===== src/rtl/serial_add_sched.sv =====
// ============================================================================
// Module   : serial_add_sched
// Brief    : Two-requester scheduler that computes A+B+cin two bits per cycle
//            on one shared 2-bit ripple slice.
// Revision : 1.0 - initial release
// ============================================================================
`default_nettype none

module serial_add_sched #(
    parameter int WIDTH = 16
) (
    input  logic               clk,
    input  logic               rst,
    input  logic [1:0]         req_valid,
    output logic [1:0]         req_ready,
    input  logic [2*WIDTH-1:0] req_a,
    input  logic [2*WIDTH-1:0] req_b,
    input  logic [1:0]         req_cin,
    output logic               resp_valid,
    input  logic               resp_ready,
    output logic [WIDTH-1:0]   resp_sum,
    output logic               resp_cout,
    output logic               resp_id
);

    localparam int c_NUM_DIGITS = WIDTH / 2;
    localparam int c_CNT_W      = $clog2(c_NUM_DIGITS);
    localparam logic [c_CNT_W-1:0] c_LAST_DIGIT = c_CNT_W'(c_NUM_DIGITS - 1);

    typedef enum logic [1:0] {
        S_IDLE = 2'd0,
        S_ADD  = 2'd1,
        S_DONE = 2'd2
    } state_t;

    state_t             r_state;
    state_t             w_next;
    logic [WIDTH-1:0]   r_a;
    logic [WIDTH-1:0]   r_b;
    logic [WIDTH-1:0]   r_sum;
    logic               r_carry;
    logic               r_cout;
    logic               r_id;
    logic               r_ptr;
    logic [c_CNT_W-1:0] r_cnt;

    logic [1:0] w_grant;
    logic [1:0] w_ready;
    logic       w_accept;
    logic       w_acc_id;
    logic       w_s0;
    logic       w_s1;
    logic       w_c1;
    logic       w_co;

    // Operands shift right each ADD cycle, so digit k always sits in bits 1:0.
    always_comb begin
        w_s0 = r_a[0] ^ r_b[0] ^ r_carry;
        w_c1 = (r_a[0] & r_b[0]) | (r_a[0] & r_carry) | (r_b[0] & r_carry);
        w_s1 = r_a[1] ^ r_b[1] ^ w_c1;
        w_co = (r_a[1] & r_b[1]) | (r_a[1] & w_c1) | (r_b[1] & w_c1);
    end

    always_comb begin
        w_grant = req_valid;
        if (req_valid == 2'b11) begin
            w_grant = r_ptr ? 2'b10 : 2'b01;
        end
    end

    always_ff @(posedge clk or posedge rst) begin
        if (rst) begin
            r_state <= S_IDLE;
        end else begin
            r_state <= w_next;
        end
    end

    always_comb begin
        w_next  = r_state;
        w_ready = 2'b00;
        case (r_state)
            S_IDLE: begin
                // Gated by rst so no grant is visible while reset is held.
                w_ready = rst ? 2'b00 : w_grant;
                if (|w_grant) begin
                    w_next = S_ADD;
                end
            end
            S_ADD: begin
                if (r_cnt == c_LAST_DIGIT) begin
                    w_next = S_DONE;
                end
            end
            S_DONE: begin
                if (resp_ready) begin
                    w_next = S_IDLE;
                end
            end
            default: w_next = S_IDLE;
        endcase
    end

    assign w_accept = |(req_valid & w_ready);
    assign w_acc_id = w_ready[1];

    always_ff @(posedge clk or posedge rst) begin
        if (rst) begin
            r_a     <= '0;
            r_b     <= '0;
            r_sum   <= '0;
            r_carry <= 1'b0;
            r_cout  <= 1'b0;
            r_id    <= 1'b0;
            r_ptr   <= 1'b0;
            r_cnt   <= '0;
        end else begin
            case (r_state)
                S_IDLE: begin
                    if (w_accept) begin
                        r_a     <= w_acc_id ? req_a[WIDTH +: WIDTH] : req_a[0 +: WIDTH];
                        r_b     <= w_acc_id ? req_b[WIDTH +: WIDTH] : req_b[0 +: WIDTH];
                        r_carry <= req_cin[w_acc_id];
                        r_id    <= w_acc_id;
                        r_ptr   <= ~w_acc_id;
                        r_cnt   <= '0;
                    end
                end
                S_ADD: begin
                    r_a                       <= r_a >> 2;
                    r_b                       <= r_b >> 2;
                    r_sum[{r_cnt, 1'b0} +: 2] <= {w_s1, w_s0};
                    r_carry                   <= w_co;
                    r_cnt                     <= r_cnt + 1'b1;
                    if (r_cnt == c_LAST_DIGIT) begin
                        r_cout <= w_co;
                    end
                end
                default: ;
            endcase
        end
    end

    assign req_ready  = w_ready;
    assign resp_valid = (r_state == S_DONE);
    assign resp_sum   = r_sum;
    assign resp_cout  = r_cout;
    assign resp_id    = r_id;

endmodule

`default_nettype wire


===== config.mk =====
export PLATFORM = sky130hd
export DESIGN_NAME = serial_add_sched
export DESIGN_NICKNAME = d
export VERILOG_FILES = /design/src/rtl/serial_add_sched.sv
export SDC_FILE = /design/constraint.sdc
export NUM_CORES = 1
export LEC_CHECK = 0
export ABC_AREA = 1
export CAP_MARGIN = 0
export CORE_MARGIN = 1.5
export CORE_UTILIZATION = 42
export DETAILED_ROUTE_END_ITERATION = 16
export GPL_TIMING_DRIVEN = 1
export PLACE_DENSITY_LB_ADDON = 0.25
export SETUP_SLACK_MARGIN = 0.05
export SKIP_LAST_GASP = 1
export SYNTH_ARGS = -nofsm -noshare
export SYNTH_HDL_FRONTEND = slang
export SYNTH_SLANG_ARGS = --single-unit

===== constraint.sdc =====
create_clock -name clk -period 5.48 [get_ports clk]
set_clock_uncertainty 0.1 [all_clocks]
set_input_delay 1.096 -clock clk [delete_from_list [all_inputs] [get_ports clk]]
set_output_delay 1.096 -clock clk [all_outputs]
set_load 0.005 [all_outputs]

# Word level (Yosys, flattened, before mapping)
# Cells that the tools add are included.
totals:
  register_bits: 57
  in_bits: 71
  output_inout_bits: 21
  wordCells: 67
classes:
  add_sub_neg: 2
  order_cmp: 1
  eq_ne: 8
  n_shift: 2
  n_mux: 21
  n_bitwise: 16
  n_reduce_logical: 8
ops:
  columns: ["operator", "n"]
  rows:
  - ["16-bit two-way mux", 4]
  - ["16-bit one-hot mux with 2 select lines", 2]
  - ["16-bit bitwise mux", 1]
  - ["2-bit by 6-bit variable shift with 16-bit output, first input constant", 1]
  - ["2-bit by 6-bit variable part select with 16-bit output", 1]
  - ["2-bit two-way mux", 7]
  - ["1-bit AND", 6]
  - ["2-bit inequality test, second input constant", 3]
  - ["4-bit negation with 6-bit output", 1]
  - ["2-bit one-hot mux with 3 select lines", 1]
  - ["3-bit one-hot mux with 2 select lines", 1]
  - ["2-bit AND reduction", 3]
  - ["2-bit equality test, second input constant", 2]
  - ["1-bit OR", 4]
  - ["2-bit OR reduction", 2]
  - ["1-bit XOR", 4]
  - ["3-bit by 1-bit adder with 3-bit output, second input constant", 1]
  - ["3-bit equality test, second input constant", 1]
  - ["1-bit two-way mux", 3]
  - ["3-bit two-way mux", 1]
  - ["3-bit AND reduction", 1]
  - ["2-bit AND", 1]
  - ["2-bit by 1-bit equality test with 1-bit output, second input constant", 1]
  - ["2-bit logical NOT", 1]
  - ["other kinds (5)", 5]

# Longest topological paths before layout
logic_depth:
  depth_word: 8
  ltp_mapped: 9
  mapped_depth_nobuf: 9

# Least setup slack after synthesis
# Ideal clock, no wire load.
synth_timing:
  kind: "input to output"
  start: "in req_valid[0]"
  end: "out req_ready[0]"
  t_arrival_ns: 1.601
  required_time_ns: 4.284
  path_slack_ns: 2.683
  stages: 5
  path_buffers: 1
  path_cell_list: "inv_1 > a21oi_1 > nand2_2 > buf_2 > inv_1"
synth_between:
  elab_chain_cells: 4
synth_lines:
  columns: ["element", "line", "rtl"]
  rows:
  - ["start, declared", "14", "input logic [1:0] req_valid,"]
  - ["2-bit equality test", "66", "if (req_valid == 2'b11) begin"]
  - ["2-bit two-way mux *", "66", null]
  - ["2-bit two-way mux *", "85", "w_ready = rst ? 2'b00 : w_grant;"]
  - ["2-bit two-way mux *", "82", "case (r_state)"]
  - ["end, declared", "15", "output logic [1:0] req_ready,"]
# Every way passes the cells marked *; elsewhere a longest branch is shown, timed or not.

# Worst setup path in the final report
layout_timing:
  start: "in rst"
  end: "out req_ready[0]"
layout_between:
  elab_chain_cells: 2
layout_lines:
  columns: ["element", "line", "rtl"]
  rows:
  - ["start, declared", "13", "input logic rst,"]
  - ["2-bit two-way mux", "85", null]
  - ["2-bit two-way mux", "82", null]
# Every way passes these cells.

==> impl_results.md <==
* Status: finished, final reports clean
* Cells after Synth at 432
* Setup TNS at 0 ns
* Final nets at 591
* Antenna violations before repair at 0
* Slew Viols, Final at 0
* Startpoint types: input port
* DRC Markers at 0
* Share of layout cells above drive strength 1 at 6.20%
* Tmin final at 4.15 ns
* Sequential share of power at 36.5%
* CTS resizes at 0
* Gate power share at 44.0%
* Global-route wire length before repair at 13400 µm
* Final Non-Filler Cells at 618
* Post-CTS repair timing setup buffer count at 0
* Antenna-violating nets left at 0
* Final-report setup violation count at 0
* Net Switching at 0.726 mW
* Sw frac at 39.7%
* Cell area power density at 410 nW/µm²
* Fmax at 241 MHz
* RSZ-0062 raised after global routing: no
* Fin util at 57.7%
* Ant diodes at 0
* Total track usage at 19.8%
* Number of I/O pins at 92
* Hold WS at 0.369 ns
* Synth cell types at 27
* Syn Nets at 511
* Die Height at 92.5 µm
* Pre-antenna DRT Iters at 4
* Worst EP required at 4.28 ns
* Hold Path Class: reg -> reg
* Total wire length at 8120 µm
* Syn_area_per_cell at 7.79 µm²
* WP data arrival at 2.96 ns
* Root Driver: clkbuf_8
* Tcrit/Tclk final at 75.8%
* Vias in the first global route at 2899
* Core area at 7730 µm²
* Vias per cell at 5.15
* Initial core utilization at 43.5%
* IO buf count at 91
* DR iter-0 viols at 198
* Filler cells at 713
* Rows at 32
* P_leak at 2.18 nW
* Cell Int Power at 1.10 mW
* Clock Pin Slew Worst Setup and Hold Paths at 0.06 ns
* DR vias at 3182
* Drt wl/cell at 13.1 µm
* Cts bufs inserted at 9
* Post-DP HPWL at 5580 µm
* Ys Warns at 0
* CTS sink cnt at 57
* Die area at 8550 µm²
* Worst slew margin at 27.0%
* Slew of the pin with the lowest slew margin at 1.09 ns
* Clk network pwr share at 19.6%
* Largest net degree at the start of global routing at 65
* Register area share after synthesis at 42.4%
* Cells after DPL at 603
* Setup CP Type: in -> out
* Max clock buf depth at 2
* Worst Setup End Kind: primary output
* # Max-Cap Violations at 0
* Post-Syn Area at 3360 µm²
* Final-report hold violation count at 0
* Gr ovfl total at 0
* Layout area overhead at 32.6%
* Critical Path Fanout Max at 33
* Hold Buf Count CTS at 0
* Final Wtd Congestion at 0.832
* Worst IR drop on VDD at 0.186 mV
* CTS tree: yes
* CTS H-tree depth at 3
* FF+latch count, synth at 57
* Die width at 92.5 µm
* Clk_lat worst skew at 0.33 ns
-- metrics by stage --
stage	worst slack, ns	power (mW)	cell area [µm²]
2_1_floorplan	2.68	1.20	3360
3_3_place_gp	1.35	1.45	4280
3_5_place_dp	1.31	1.47	4280
4_1_cts	1.31	1.84	4460
5_1_grt	1.21	1.98	4460
6_report	1.33	1.83	4460
-- synthesized netlist by cell type (all sizes together) --
cell type	instances	area, µm²
nor2	14	83.8
o22ai	1	6.26
dfrtp	57	1430
fa	2	40.0
o21ai	12	60.1
buf	22	138
nand4	34	213
nand3b	29	218
nand3	73	370
nand2	112	445
a21oi	4	20.0
nor3	3	20.0
a21boi	1	11.3
ha	6	75.1
a211oi	1	7.51
clkbuf	4	15.0
inv	57	214
-- kinds of logic after synthesis --
kind of cell | share of synthesized area [%]
AOI/OAI and AO/OA | 3.13
buffers and inverters | 10.9
adders and majority gates | 3.42
DFF | 42.4
and+or+nand+nor | 40.1
-- layout by cell type, fill, tap and decap left out --
cell type and count:
buf_4 4, clkbuf_1 1, o22ai_1 1, clkinv_2 1, a21oi_1 4, a21boi_2 1
nand2_4 3, nand4_1 34, nand2_1 108, nand3_1 72, o21ai_0 12, clkinvlp_4 1
clkdlybuf4s50_1 91, nand3b_1 29, nand3_2 1, nand2_2 1, dfrtp_1 57, nor3_1 2
fa_1 2, inv_1 53, inv_2 4, ha_1 6, nor2_8 1, nor2_4 2
nor3_2 1, nor2_1 11, a211oi_1 1, clkbuf_8 12
-- worst max-delay path, cell delays in order --
cell and delay (ns):
clkdlybuf4s50_1 0.52, nor2_8 0.42, nand2_2 0.06, buf_4 0.27, inv_1 0.09, clkdlybuf4s50_1 0.49
-- flip-flops by register name, indices dropped and copies added, names as in the netlist --
name,cells
resp_id,1
r_a,16
r_ptr,1
r_cnt,3
resp_sum,16
r_state,2
resp_cout,1
r_b,16
r_carry,1
-- worst paths after layout --
path / from / endpoint / slack [ns] / cells past startpoint
worst max-delay path: rst / req_ready[0] / 1.33 / 6
worst min-delay path: resp_sum[0]$_DFFE_PP0P_ / resp_sum[0]$_DFFE_PP0P_ / 0.37 / 2
worst max register to register: r_state[1]$_DFFE_PP0P_ / resp_sum[8]$_DFFE_PP0P_ / 2.61 / 6
worst min register to register: resp_sum[0]$_DFFE_PP0P_ / resp_sum[0]$_DFFE_PP0P_ / 0.37 / 2
max in group asynchronous: rst / resp_id$_DFFE_PP0P_ / 3.49 / 3
min in group asynchronous: rst / r_b[10]$_DFFE_PP0P_ / 1.34 / 3
-- power by group through the flow --
stage          logic, mW  clock network (mW)  registers [mW]
2_1_floorplan      0.544                   0           0.658
3_3_place_gp       0.784                   0           0.670
3_5_place_dp       0.798                   0           0.673
4_1_cts            0.807               0.363           0.667
5_1_grt            0.909               0.386           0.685
6_report           0.804               0.358           0.667
-- final cells by class --
| type | count | area, µm² | area share (%) |
|---|---|---|---|
| multi-input cells | 292 | 1570 | 35.2 |
| flip-flops and latches | 57 | 1430 | 32.0 |
| repair buffers | 95 | 941 | 21.1 |
| inverters | 57 | 214 | 4.80 |
| clock buffers | 13 | 169 | 3.79 |
| well taps | 102 | 128 | 2.86 |
| clock inverters | 2 | 12.5 | 0.281 |
-- per-layer routing --
metal  track usage (%)  vias up  routed length [µm]
met5                 0        -                   0
met3              3.12       13                 502
met2              30.5      114                3780
met4              8.59        0                 155
met1              27.6     1471                3680
li1                  -     1584                   -
Power figures use the tool's default switching activity.
